`config.mk`:
```
export PLATFORM = sky130hd
export DESIGN_NAME = fu_issue_unit
export DESIGN_NICKNAME = d
export VERILOG_FILES = /design/src/rtl/issue_pkg.sv /design/src/rtl/fu_slot.sv /design/src/rtl/fu_issue_unit.sv
export SDC_FILE = /design/constraint.sdc
export NUM_CORES = 1
export LEC_CHECK = 0
export CAP_MARGIN = 40
export CORE_MARGIN = 1.5
export CORE_UTILIZATION = 49
export CTS_BUF_LIST = sky130_fd_sc_hd__clkbuf_4 sky130_fd_sc_hd__clkbuf_8
export DETAILED_ROUTE_END_ITERATION = 8
export PLACE_DENSITY = 0.82
export SLEW_MARGIN = 20
export SYNTH_ARGS = -nofsm -noshare
export SYNTH_HDL_FRONTEND = slang
export SYNTH_HIERARCHICAL = 1
export SYNTH_SLANG_ARGS = --single-unit
```
`constraint.sdc`:
```
create_clock -name clk -period 4.5 [get_ports clk]
set_input_delay 1.35 -clock clk [delete_from_list [all_inputs] [get_ports clk]]
set_output_delay 1.35 -clock clk [all_outputs]
set_load 0.01 [all_outputs]
```
`src/rtl/issue_pkg.sv`:
```
// Shared constants and types for the functional-unit issue stage.
package issue_pkg;

    localparam int NUM_FU   = 3;
    localparam int FU_ALU0  = 0;
    localparam int FU_ALU1  = 1;
    localparam int FU_LS    = 2;

    localparam int DEF_ALU_LAT = 1;
    localparam int DEF_LS_LAT  = 3;

    typedef enum logic {
        FU_IDLE = 1'b0,
        FU_EXEC = 1'b1
    } fu_state_e;

endpackage

```
`src/rtl/fu_slot.sv`:
```
// One functional-unit slot: IDLE/EXEC state, latency down-counter and the
// operand/destination registers that stay frozen until writeback is granted.
module fu_slot
    import issue_pkg::*;
#(
    parameter int LAT = 1
) (
    input  logic        clk,
    input  logic        reset,
    input  logic        accept,
    input  logic        grant,
    input  logic [31:0] a_in,
    input  logic [31:0] b_in,
    input  logic [3:0]  ctrl_in,
    input  logic [5:0]  prd_in,
    input  logic [5:0]  rob_in,
    input  logic        rw_in,
    output logic        idle,
    output logic        done,
    output logic        start,
    output logic [31:0] op_a,
    output logic [31:0] op_b,
    output logic [3:0]  ctrl,
    output logic [5:0]  prd,
    output logic [5:0]  rob,
    output logic        regwrite
);

    localparam logic [2:0] CNT_INIT = 3'(LAT - 1);

    fu_state_e   state_q, state_d;
    logic [2:0]  cnt_q, cnt_d;
    logic        start_q, start_d;
    logic [31:0] op_a_q, op_a_d;
    logic [31:0] op_b_q, op_b_d;
    logic [3:0]  ctrl_q, ctrl_d;
    logic [5:0]  prd_q, prd_d;
    logic [5:0]  rob_q, rob_d;
    logic        rw_q, rw_d;

    always_ff @(posedge clk or posedge reset) begin
        if (reset) begin
            state_q <= FU_IDLE;
            cnt_q   <= '0;
            start_q <= 1'b0;
            op_a_q  <= '0;
            op_b_q  <= '0;
            ctrl_q  <= '0;
            prd_q   <= '0;
            rob_q   <= '0;
            rw_q    <= 1'b0;
        end else begin
            state_q <= state_d;
            cnt_q   <= cnt_d;
            start_q <= start_d;
            op_a_q  <= op_a_d;
            op_b_q  <= op_b_d;
            ctrl_q  <= ctrl_d;
            prd_q   <= prd_d;
            rob_q   <= rob_d;
            rw_q    <= rw_d;
        end
    end

    always_comb begin
        state_d = state_q;
        cnt_d   = cnt_q;
        start_d = 1'b0;
        op_a_d  = op_a_q;
        op_b_d  = op_b_q;
        ctrl_d  = ctrl_q;
        prd_d   = prd_q;
        rob_d   = rob_q;
        rw_d    = rw_q;
        case (state_q)
            FU_IDLE: begin
                if (accept) begin
                    state_d = FU_EXEC;
                    cnt_d   = CNT_INIT;
                    start_d = 1'b1;
                    op_a_d  = a_in;
                    op_b_d  = b_in;
                    ctrl_d  = ctrl_in;
                    prd_d   = prd_in;
                    rob_d   = rob_in;
                    rw_d    = rw_in;
                end
            end
            FU_EXEC: begin
                // A done slot waits here with its outputs frozen until granted.
                if (cnt_q != 3'd0) begin
                    cnt_d = cnt_q - 3'd1;
                end else if (grant) begin
                    state_d = FU_IDLE;
                end
            end
            default: state_d = FU_IDLE;
        endcase
    end

    always_comb begin
        idle     = (state_q == FU_IDLE);
        done     = (state_q == FU_EXEC) && (cnt_q == 3'd0);
        start    = start_q;
        op_a     = op_a_q;
        op_b     = op_b_q;
        ctrl     = ctrl_q;
        prd      = prd_q;
        rob      = rob_q;
        regwrite = rw_q;
    end

endmodule

```
`src/rtl/fu_issue_unit.sv`:
```
// Issue stage feeding two ALU slots and one load/store slot, with round-robin
// ALU selection and fixed-priority writeback. Optional ISSUE_STALL_CNT_EN adds stall_cnt.
module fu_issue_unit
    import issue_pkg::*;
#(
    parameter int ALU_LAT = DEF_ALU_LAT,
    parameter int LS_LAT  = DEF_LS_LAT
) (
    input  logic        clk,
    input  logic        reset,
    input  logic        in_valid,
    output logic        in_ready,
    input  logic [3:0]  in_alu_ctrl,
    input  logic [5:0]  in_prd,
    input  logic [5:0]  in_rob,
    input  logic [31:0] in_rs1_val,
    input  logic [31:0] in_rs2_val,
    input  logic [31:0] in_imm,
    input  logic        in_alusrc,
    input  logic        in_ls,
    input  logic        in_regwrite,
    output logic [2:0]  fu_start,
    output logic [95:0] fu_op_a,
    output logic [95:0] fu_op_b,
    output logic [11:0] fu_ctrl,
    output logic        wb_valid,
    output logic [5:0]  wb_prd,
    output logic [5:0]  wb_rob,
    output logic        wb_regwrite
`ifdef ISSUE_STALL_CNT_EN
    ,
    output logic [15:0] stall_cnt
`endif
);

    logic        rr_q, rr_d;
    logic [2:0]  fu_idle, fu_done, fu_grant, fu_accept;
    logic [31:0] slot_op_a [NUM_FU];
    logic [31:0] slot_op_b [NUM_FU];
    logic [3:0]  slot_ctrl [NUM_FU];
    logic [5:0]  slot_prd  [NUM_FU];
    logic [5:0]  slot_rob  [NUM_FU];
    logic [2:0]  slot_rw;
    logic        is_nop, alu_sel, target_free, take;
    logic [31:0] op_b_sel;

    always_ff @(posedge clk or posedge reset) begin
        if (reset) rr_q <= 1'b0;
        else       rr_q <= rr_d;
    end

    always_comb begin
        is_nop      = (in_alu_ctrl == 4'd0);
        alu_sel     = fu_idle[rr_q] ? rr_q : ~rr_q;
        target_free = in_ls ? fu_idle[FU_LS] : (fu_idle[FU_ALU0] | fu_idle[FU_ALU1]);
        in_ready    = !reset && (is_nop || target_free);
        // A no-op is consumed here and never reaches a slot or the pointer.
        take        = in_valid && in_ready && !is_nop;
        op_b_sel    = in_alusrc ? in_imm : in_rs2_val;
        fu_accept   = '0;
        rr_d        = rr_q;
        if (take) begin
            if (in_ls) begin
                fu_accept[FU_LS] = 1'b1;
            end else begin
                if (alu_sel) fu_accept[FU_ALU1] = 1'b1;
                else         fu_accept[FU_ALU0] = 1'b1;
                rr_d = ~alu_sel;
            end
        end
    end

    always_comb begin
        fu_grant = '0;
        if      (fu_done[FU_LS])   fu_grant[FU_LS]   = 1'b1;
        else if (fu_done[FU_ALU0]) fu_grant[FU_ALU0] = 1'b1;
        else if (fu_done[FU_ALU1]) fu_grant[FU_ALU1] = 1'b1;
        wb_valid    = |fu_done;
        wb_prd      = '0;
        wb_rob      = '0;
        wb_regwrite = 1'b0;
        for (int k = 0; k < NUM_FU; k++) begin
            if (fu_grant[k]) begin
                wb_prd      = slot_prd[k];
                wb_rob      = slot_rob[k];
                wb_regwrite = slot_rw[k];
            end
        end
    end

    for (genvar k = 0; k < NUM_FU; k++) begin : g_slot
        fu_slot #(
            .LAT((k == FU_LS) ? LS_LAT : ALU_LAT)
        ) u_slot (
            .clk      (clk),
            .reset    (reset),
            .accept   (fu_accept[k]),
            .grant    (fu_grant[k]),
            .a_in     (in_rs1_val),
            .b_in     (op_b_sel),
            .ctrl_in  (in_alu_ctrl),
            .prd_in   (in_prd),
            .rob_in   (in_rob),
            .rw_in    (in_regwrite),
            .idle     (fu_idle[k]),
            .done     (fu_done[k]),
            .start    (fu_start[k]),
            .op_a     (slot_op_a[k]),
            .op_b     (slot_op_b[k]),
            .ctrl     (slot_ctrl[k]),
            .prd      (slot_prd[k]),
            .rob      (slot_rob[k]),
            .regwrite (slot_rw[k])
        );
        assign fu_op_a[32*k +: 32] = slot_op_a[k];
        assign fu_op_b[32*k +: 32] = slot_op_b[k];
        assign fu_ctrl[4*k +: 4]   = slot_ctrl[k];
    end

`ifdef ISSUE_STALL_CNT_EN
    logic [15:0] stall_cnt_q, stall_cnt_d;

    always_ff @(posedge clk or posedge reset) begin
        if (reset) stall_cnt_q <= '0;
        else       stall_cnt_q <= stall_cnt_d;
    end

    always_comb begin
        stall_cnt_d = stall_cnt_q;
        if (in_valid && !in_ready && (stall_cnt_q != 16'hFFFF)) begin
            stall_cnt_d = stall_cnt_q + 16'd1;
        end
    end

    assign stall_cnt = stall_cnt_q;
`endif

endmodule

```
==> results of run 1 <==
-- layout make-up --
type / count / area (sq um) / area share
Clock inverter: 10 / 82.6 / 0.00510
Clock buffer: 66 / 821 / 0.0507
Multi-Input combinational cell: 374 / 4650 / 0.287
Sequential cell: 259 / 6480 / 0.400
Inverter: 16 / 67.6 / 0.00417
Timing Repair Buffer: 363 / 3710 / 0.229
Tap cell: 319 / 399 / 0.0246
-- metrics by stage --
| step | worst slack [ns] | hold WS (ns) | std cells |
|---|---|---|---|
| floorplan | 0.928 | 0.456 | 686 |
| finish | 0.0550 | 0.493 | 1407 |
| detailed placement | 0.0358 | 0.482 | 1327 |
| global route | 0.00739 | 0.521 | 1407 |
| global placement | 0.0613 | 0.474 | 1325 |
| CTS | 0.0383 | 0.495 | 1407 |
-- logic make-up (layout without fill, tap and decap cells) --
logic type                 after synthesis  count (layout)
AOI/OAI and AO/OA                       45              45
xor gates and xnor gates                 3               3
adders and majority gates                6               6
buffers and inverters                   53             455
DFF                                    259             259
muxes                                  275             275
and+or+nand+nor                         45              45
-- layout by cell type, fill, tap and decap left out, types with 3 or more instances in the layout --
cell type / synthesis / routed
a22oi_1: 14 / 14
a21oi_1: 6 / 6
clkbuf_4: 0 / 14
clkbuf_8: 0 / 52
nand2_1: 18 / 18
nor2b_4: 1 / 4
clkinv_2: 0 / 6
o21ai_0: 16 / 16
dfrtp_1: 259 / 259
inv_1: 16 / 13
ha_1: 6 / 6
clkdlybuf4s50_1: 0 / 339
clkinvlp_4: 0 / 3
buf_12: 27 / 9
mux2_4: 237 / 237
mux2_2: 36 / 36
nand2b_1: 3 / 3
xor2_1: 3 / 3
nor2_1: 4 / 4
o2bb2ai_1: 4 / 4
buf_4: 4 / 14
inv_4: 0 / 3
-- critical path: stages --
cell and delay (ns):
clkdlybuf4s50_1 0.45, or4_4 0.58, a21oi_1 0.16, clkdlybuf4s50_1 0.55
-- Yosys cell counts, drive strengths merged --
library cell  instances  area [sq um]
nor3                  2          10.0
or4                   1          11.3
nor2b                 5          46.3
o2bb2ai               4          35.0
nor4                  1          6.26
ha                    6          75.1
and3                  1          6.26
and4bb                1          12.5
a22oi                14           105
a31oi                 1          6.26
or3                   1          6.26
and2                  3          22.5
buf                  34           586
o31ai                 2          15.0
or2b                  2          15.0
nand2b                3          18.8
clkbuf                3          11.3
xor2                  3          26.3
inv                  16          60.1
o21ai                17          85.1
nor2                  4          15.0
nor3b                 1          7.51
a21oi                 7          38.8
mux2                275          3990
or2                   2          12.5
nand2                18          67.6
dfrtp               259          6480
-- what timing repair did --
action / in CTS / in global routing
buffers inserted: 4 / 0
pin swaps: 0 / 0
resized for setup: 0 / 1
setup endpoints to repair: 2 / 7
-- metal layers --
layer	part of all wire	up-vias	global-route usage	wire [um]
li1	-	3169	-	-
met1	0.41	3650	0.297	12300
met2	0.49	248	0.401	14900
met3	0.078	35	0.0698	2360
met4	0.017	0	0.0645	498
met5	0	-	0	0
-- path summary, 6_finish.rpt --
kind | start | end | depth (start not counted)
worst max-delay path | in_alu_ctrl[0] | in_ready | 4
worst min-delay path | g_slot[0].u_slot/cnt_q[2]$_DFFE_PP0P_ | g_slot[0].u_slot/cnt_q[2]$_DFFE_PP0P_ | 1
worst max register to register | g_slot[2].u_slot/state_q$_DFF_PP0_ | g_slot[2].u_slot/op_b[11]$_DFFE_PP0P_ | 7
worst min register to register | g_slot[0].u_slot/cnt_q[2]$_DFFE_PP0P_ | g_slot[0].u_slot/cnt_q[2]$_DFFE_PP0P_ | 1
max in group asynchronous | reset | g_slot[2].u_slot/op_a[26]$_DFFE_PP0P_ | 4
min in group asynchronous | reset | rr_q$_DFFE_PP0P_ | 3
-- power by group --
part / internal (mW) / switching, mW
Sequential: 3.43 / 0.690
Clock: 1.22 / 0.928
Combinational: 3.24 / 1.74
-- registers in the layout, summed over array words and instances (netlist names), 3 cells and up --
register / flops
g_slot.u_slot/op_b: 96
g_slot.u_slot/op_a: 96
g_slot.u_slot/ctrl: 12
g_slot.u_slot/rob: 18
g_slot.u_slot/prd: 18
g_slot.u_slot/state_q: 3
g_slot.u_slot/cnt_q: 9
g_slot.u_slot/start: 3
g_slot.u_slot/regwrite: 3
==> impl_metrics.env, run 1 <==
export IMPL_status="complete, no violations"
export IMPL_tritoncts="built"
export IMPL_clkTransAtPathRegs_ns=0.06
export IMPL_die_area_sq_um=25000
export IMPL_area_growth_pct=37.7
export IMPL_place_congestion=0.757
export IMPL_grt_pass1_wl_um=45300
export IMPL_cp_start_kind="input port"
export IMPL_critical_path_class="input port to primary output"
export IMPL_relSlewSlack=0.580
export IMPL_hpwl_um=20300
export IMPL_clockBufferDepth=3
export IMPL_yosys_cell_types_count=35
export IMPL_die_h_um=158
export IMPL_synth_top_family_by_area="multiplexers"
export IMPL_syn_nets=810
export IMPL_worst_ep_arrival_time_ns=3.09
export IMPL_num_rows=56
export IMPL_placeableCoreArea_sq_um=23500
export IMPL_chipWidth_um=158
export IMPL_power_density_nw_per_um2=694
export IMPL_antenna_left=0
export IMPL_drive_above_1_share=0.357
export IMPL_rsz0062_at_grt="no"
export IMPL_synth_seq_cells=259
export IMPL_overflow=0
export IMPL_clockRootBuffer="clkbuf_8"
export IMPL_tns_ns=0
export IMPL_finalPower_mw=11.2
export IMPL_slew_viol_final=0
export IMPL_cts_buffers=43
export IMPL_drt_total_wl_um=30000
export IMPL_ir_worst_vdd_uv=371
export IMPL_max_clock_freq_mhz=225
export IMPL_post_drt_wl_per_cell_um=21.3
export IMPL_yosysSeqAreaShare=0.551
export IMPL_n_fill_cell=1632
export IMPL_synth_compound_area_share=0.0242
export IMPL_final_area_sq_um=16200
export IMPL_syn_area_sq_um=11800
export IMPL_cts_sinks=259
export IMPL_hold_buffers=0
export IMPL_synthSimpleGateAreaFrac=0.0219
export IMPL_floorplan_initialDensity=0.500
export IMPL_rrSetupSlack_ns=2.21
export IMPL_syn_avg_cell_area_sq_um=17.2
export IMPL_period_share=0.988
export IMPL_port_buffers=339
export IMPL_finalCoreUtilization=0.688
export IMPL_io_pins=340
export IMPL_worstPathRequired_ns=3.15
export IMPL_nets=1181
export IMPL_track_usage=0.237
export IMPL_grt_start_max_net_pins=49
export IMPL_yosys_warnings=6
export IMPL_viasPerCell=5.05
export IMPL_synth_fa_ha_area_frac=0.00638
export IMPL_min_period_ns=4.44
export IMPL_finalSetupViolations=0
export IMPL_antenna_found_initial=0
export IMPL_vias=7102
export IMPL_skew_ns=0.0225
export IMPL_worst_pin_slew_ns=0.631
export IMPL_timing_critical_path_fanout_max=3
export IMPL_cp_end_kind="primary output"
export IMPL_antenna_cells=0
export IMPL_htree_levels=2
export IMPL_insertion_delay_ns=0.54
export IMPL_dpl_cell_area_sq_um=15300
export IMPL_first_global_vias=7669
export IMPL_synthCells=686
export IMPL_synth_xor_area_share=0.00223
export IMPL_cap_viol_max_count=0
export IMPL_first_pass_iters=4
export IMPL_hold_class="register to register"
export IMPL_hold_viol_final=0
export IMPL_drt_iter0_markers=292
export IMPL_drc=0
export IMPL_p_leak_nw=7.17
export IMPL_synth_mux_area_frac=0.339
(Power assumes the default switching activity.)
==> run 2: changes to the inputs <==
--- a/config.mk
+++ b/config.mk
@@ -7,10 +7,10 @@
 export LEC_CHECK = 0
 export CAP_MARGIN = 40
 export CORE_MARGIN = 1.5
-export CORE_UTILIZATION = 49
+export CORE_UTILIZATION = 47
 export CTS_BUF_LIST = sky130_fd_sc_hd__clkbuf_4 sky130_fd_sc_hd__clkbuf_8
 export DETAILED_ROUTE_END_ITERATION = 8
-export PLACE_DENSITY = 0.82
+export PLACE_DENSITY = 0.79
 export SLEW_MARGIN = 20
 export SYNTH_ARGS = -nofsm -noshare
 export SYNTH_HDL_FRONTEND = slang
==> impl_metrics.env, run 2 (synthesized netlist as in run 1, its figures left out) <==
export IMPL_status="complete, no violations"
export IMPL_grt_pass1_wl_um=45300
export IMPL_max_clock_freq_mhz=226
export IMPL_insertion_delay_ns=0.54
export IMPL_vias=7083
export IMPL_tritoncts="built"
export IMPL_min_delay_start="g_slot[1].u_slot/cnt_q[1]$_DFFE_PP0P_"
export IMPL_num_rows=57
export IMPL_final_cells=1407
export IMPL_grt_start_max_net_pins=51
export IMPL_clockRootBuffer="clkbuf_8"
export IMPL_place_congestion=0.787
export IMPL_finalSetupViolations=0
export IMPL_drt_iter0_markers=336
export IMPL_die_area_sq_um=26000
export IMPL_intPower_mw=7.89
export IMPL_antenna_left=0
export IMPL_viasPerCell=5.03
export IMPL_period_share=0.984
export IMPL_hpwl_um=19600
export IMPL_min_period_ns=4.43
export IMPL_switchingPower_mw=3.31
export IMPL_cts_resized=0
export IMPL_layout_common_cells="clkdlybuf4s50_1, dfrtp_1, mux2_4"
export IMPL_worst_pin_slew_ns=0.631
export IMPL_p_comb_frac=0.439
export IMPL_nets=1173
export IMPL_switching_share=0.295
export IMPL_drive_above_1_share=0.353
export IMPL_slew_viol_final=0
export IMPL_cap_viol_max_count=0
export IMPL_place_inst=1328
export IMPL_htree_levels=2
export IMPL_p_clk_frac=0.194
export IMPL_rsz0062_at_grt="no"
export IMPL_track_usage=0.225
export IMPL_first_global_vias=7674
export IMPL_floorplan_initialDensity=0.481
export IMPL_chipWidth_um=161
export IMPL_final_common_cell="clkdlybuf4s50_1"
export IMPL_cts_sinks=259
export IMPL_r2r_start="g_slot[0].u_slot/state_q$_DFF_PP0_"
export IMPL_timing_critical_path_fanout_max=3
export IMPL_clkTransAtPathRegs_ns=0.06
export IMPL_port_buffers=339
export IMPL_post_drt_wl_per_cell_um=20.8
export IMPL_cp_start_kind="input port"
export IMPL_first_pass_iters=4
export IMPL_reg2reg_depth=7
export IMPL_hold_class="register to register"
export IMPL_cts_setup_buffers=0
export IMPL_hold_buffers=0
export IMPL_skew_ns=0.0199
export IMPL_holdPathStages=1
export IMPL_io_pins=340
export IMPL_drt_total_wl_um=29300
export IMPL_tns_ns=0
export IMPL_antenna_found_initial=1
export IMPL_clockBufferDepth=3
export IMPL_relSlewSlack=0.579
export IMPL_p_leak_nw=7.15
export IMPL_p_seq_frac=0.368
export IMPL_drc=0
export IMPL_overflow=0
export IMPL_critical_path_class="input port to primary output"
export IMPL_finalCoreUtilization=0.660
export IMPL_ir_worst_vdd_uv=430
export IMPL_worstPathRequired_ns=3.15
export IMPL_power_density_nw_per_um2=694
export IMPL_cts_buffers=43
export IMPL_area_growth_pct=37.2
export IMPL_worst_ep_arrival_time_ns=3.08
export IMPL_holdPathEnd="g_slot[1].u_slot/cnt_q[1]$_DFFE_PP0P_"
export IMPL_cp_end_kind="primary output"
export IMPL_rrSetupSlack_ns=2.31
export IMPL_die_h_um=161
export IMPL_rr_endpoint="g_slot[0].u_slot/op_b[12]$_DFFE_PP0P_"
export IMPL_placeableCoreArea_sq_um=24500
export IMPL_hold_viol_final=0
run 2: cell count changes in the layout (fill, tap and decap cells not counted):
| cell | change |
|---|---|
| and2_2 | +1 |
| and2_4 | -1 |
| buf_16 | -1 |
| buf_4 | -7 |
| bufinv_16 | -1 |
| clkbuf_4 | +3 |
| clkbuf_8 | +4 |
| clkinv_2 | -1 |
| clkinvlp_4 | -3 |
| diode_2 | +1 |
run 2: metal layers:
metal | part of all wire | track usage
met5 | 0 | 0
met2 | 0.48 | 0.365
met1 | 0.43 | 0.296
met4 | 0.023 | 0.0690
met3 | 0.070 | 0.0591
run 2: critical path, stage by stage:
cell and delay [ns]:
clkdlybuf4s50_1 0.44, or4_4 0.59, a21oi_1 0.15, clkdlybuf4s50_1 0.55
run 2: layout make-up:
| class | instances | area (sq um) |
|---|---|---|
| antenna | 1 | 2.50 |
| clock buffer | 73 | 898 |
| clock inverter | 5 | 25.0 |
| fill | 1745 | 8310 |
| inverter | 16 | 67.6 |
| multi-input combinational | 374 | 4650 |
| sequential | 259 | 6480 |
| tap | 324 | 405 |
| timing repair buffer | 355 | 3630 |
run 2: through the flow:
stage / hold slack (ns) / total power [mW] / area [sq um] / worst slack (ns)
after floorplan: 0.456 / 6.51 / 11800 / 0.928
after global placement: 0.472 / 8.91 / 15200 / 0.0785
after detailed placement: 0.474 / 9.04 / 15200 / 0.0677
after CTS: 0.492 / 11.3 / 16100 / 0.0645
after global routing: 0.514 / 11.8 / 16200 / 0.00693
final: 0.486 / 11.2 / 16200 / 0.0717
run 2: worst max-delay path by stage:
stage / cells after the start / slack, ns / endpoint / from
floorplan: 1 / 0.93 / g_slot[0].u_slot/cnt_q[0]$_DFFE_PP0P_ / reset
CTS: 4 / 0.06 / in_ready / in_alu_ctrl[1]
global placement: 4 / 0.08 / in_ready / in_alu_ctrl[1]
global route: 8 / 0.007 / wb_rob[1] / g_slot[0].u_slot/cnt_q[0]$_DFFE_PP0P_
finish: 4 / 0.07 / in_ready / in_alu_ctrl[1]
detailed placement: 4 / 0.07 / in_ready / in_alu_ctrl[1]
run 2: power by group through the flow:
stage / logic [mW] / registers [mW] / clock network (mW)
2_1_floorplan: 2.09 / 4.42 / 0
3_3_place_gp: 4.83 / 4.08 / 0
3_5_place_dp: 4.93 / 4.11 / 0
4_1_cts: 4.96 / 4.11 / 2.24
5_1_grt: 5.18 / 4.24 / 2.37
6_report: 4.91 / 4.12 / 2.17
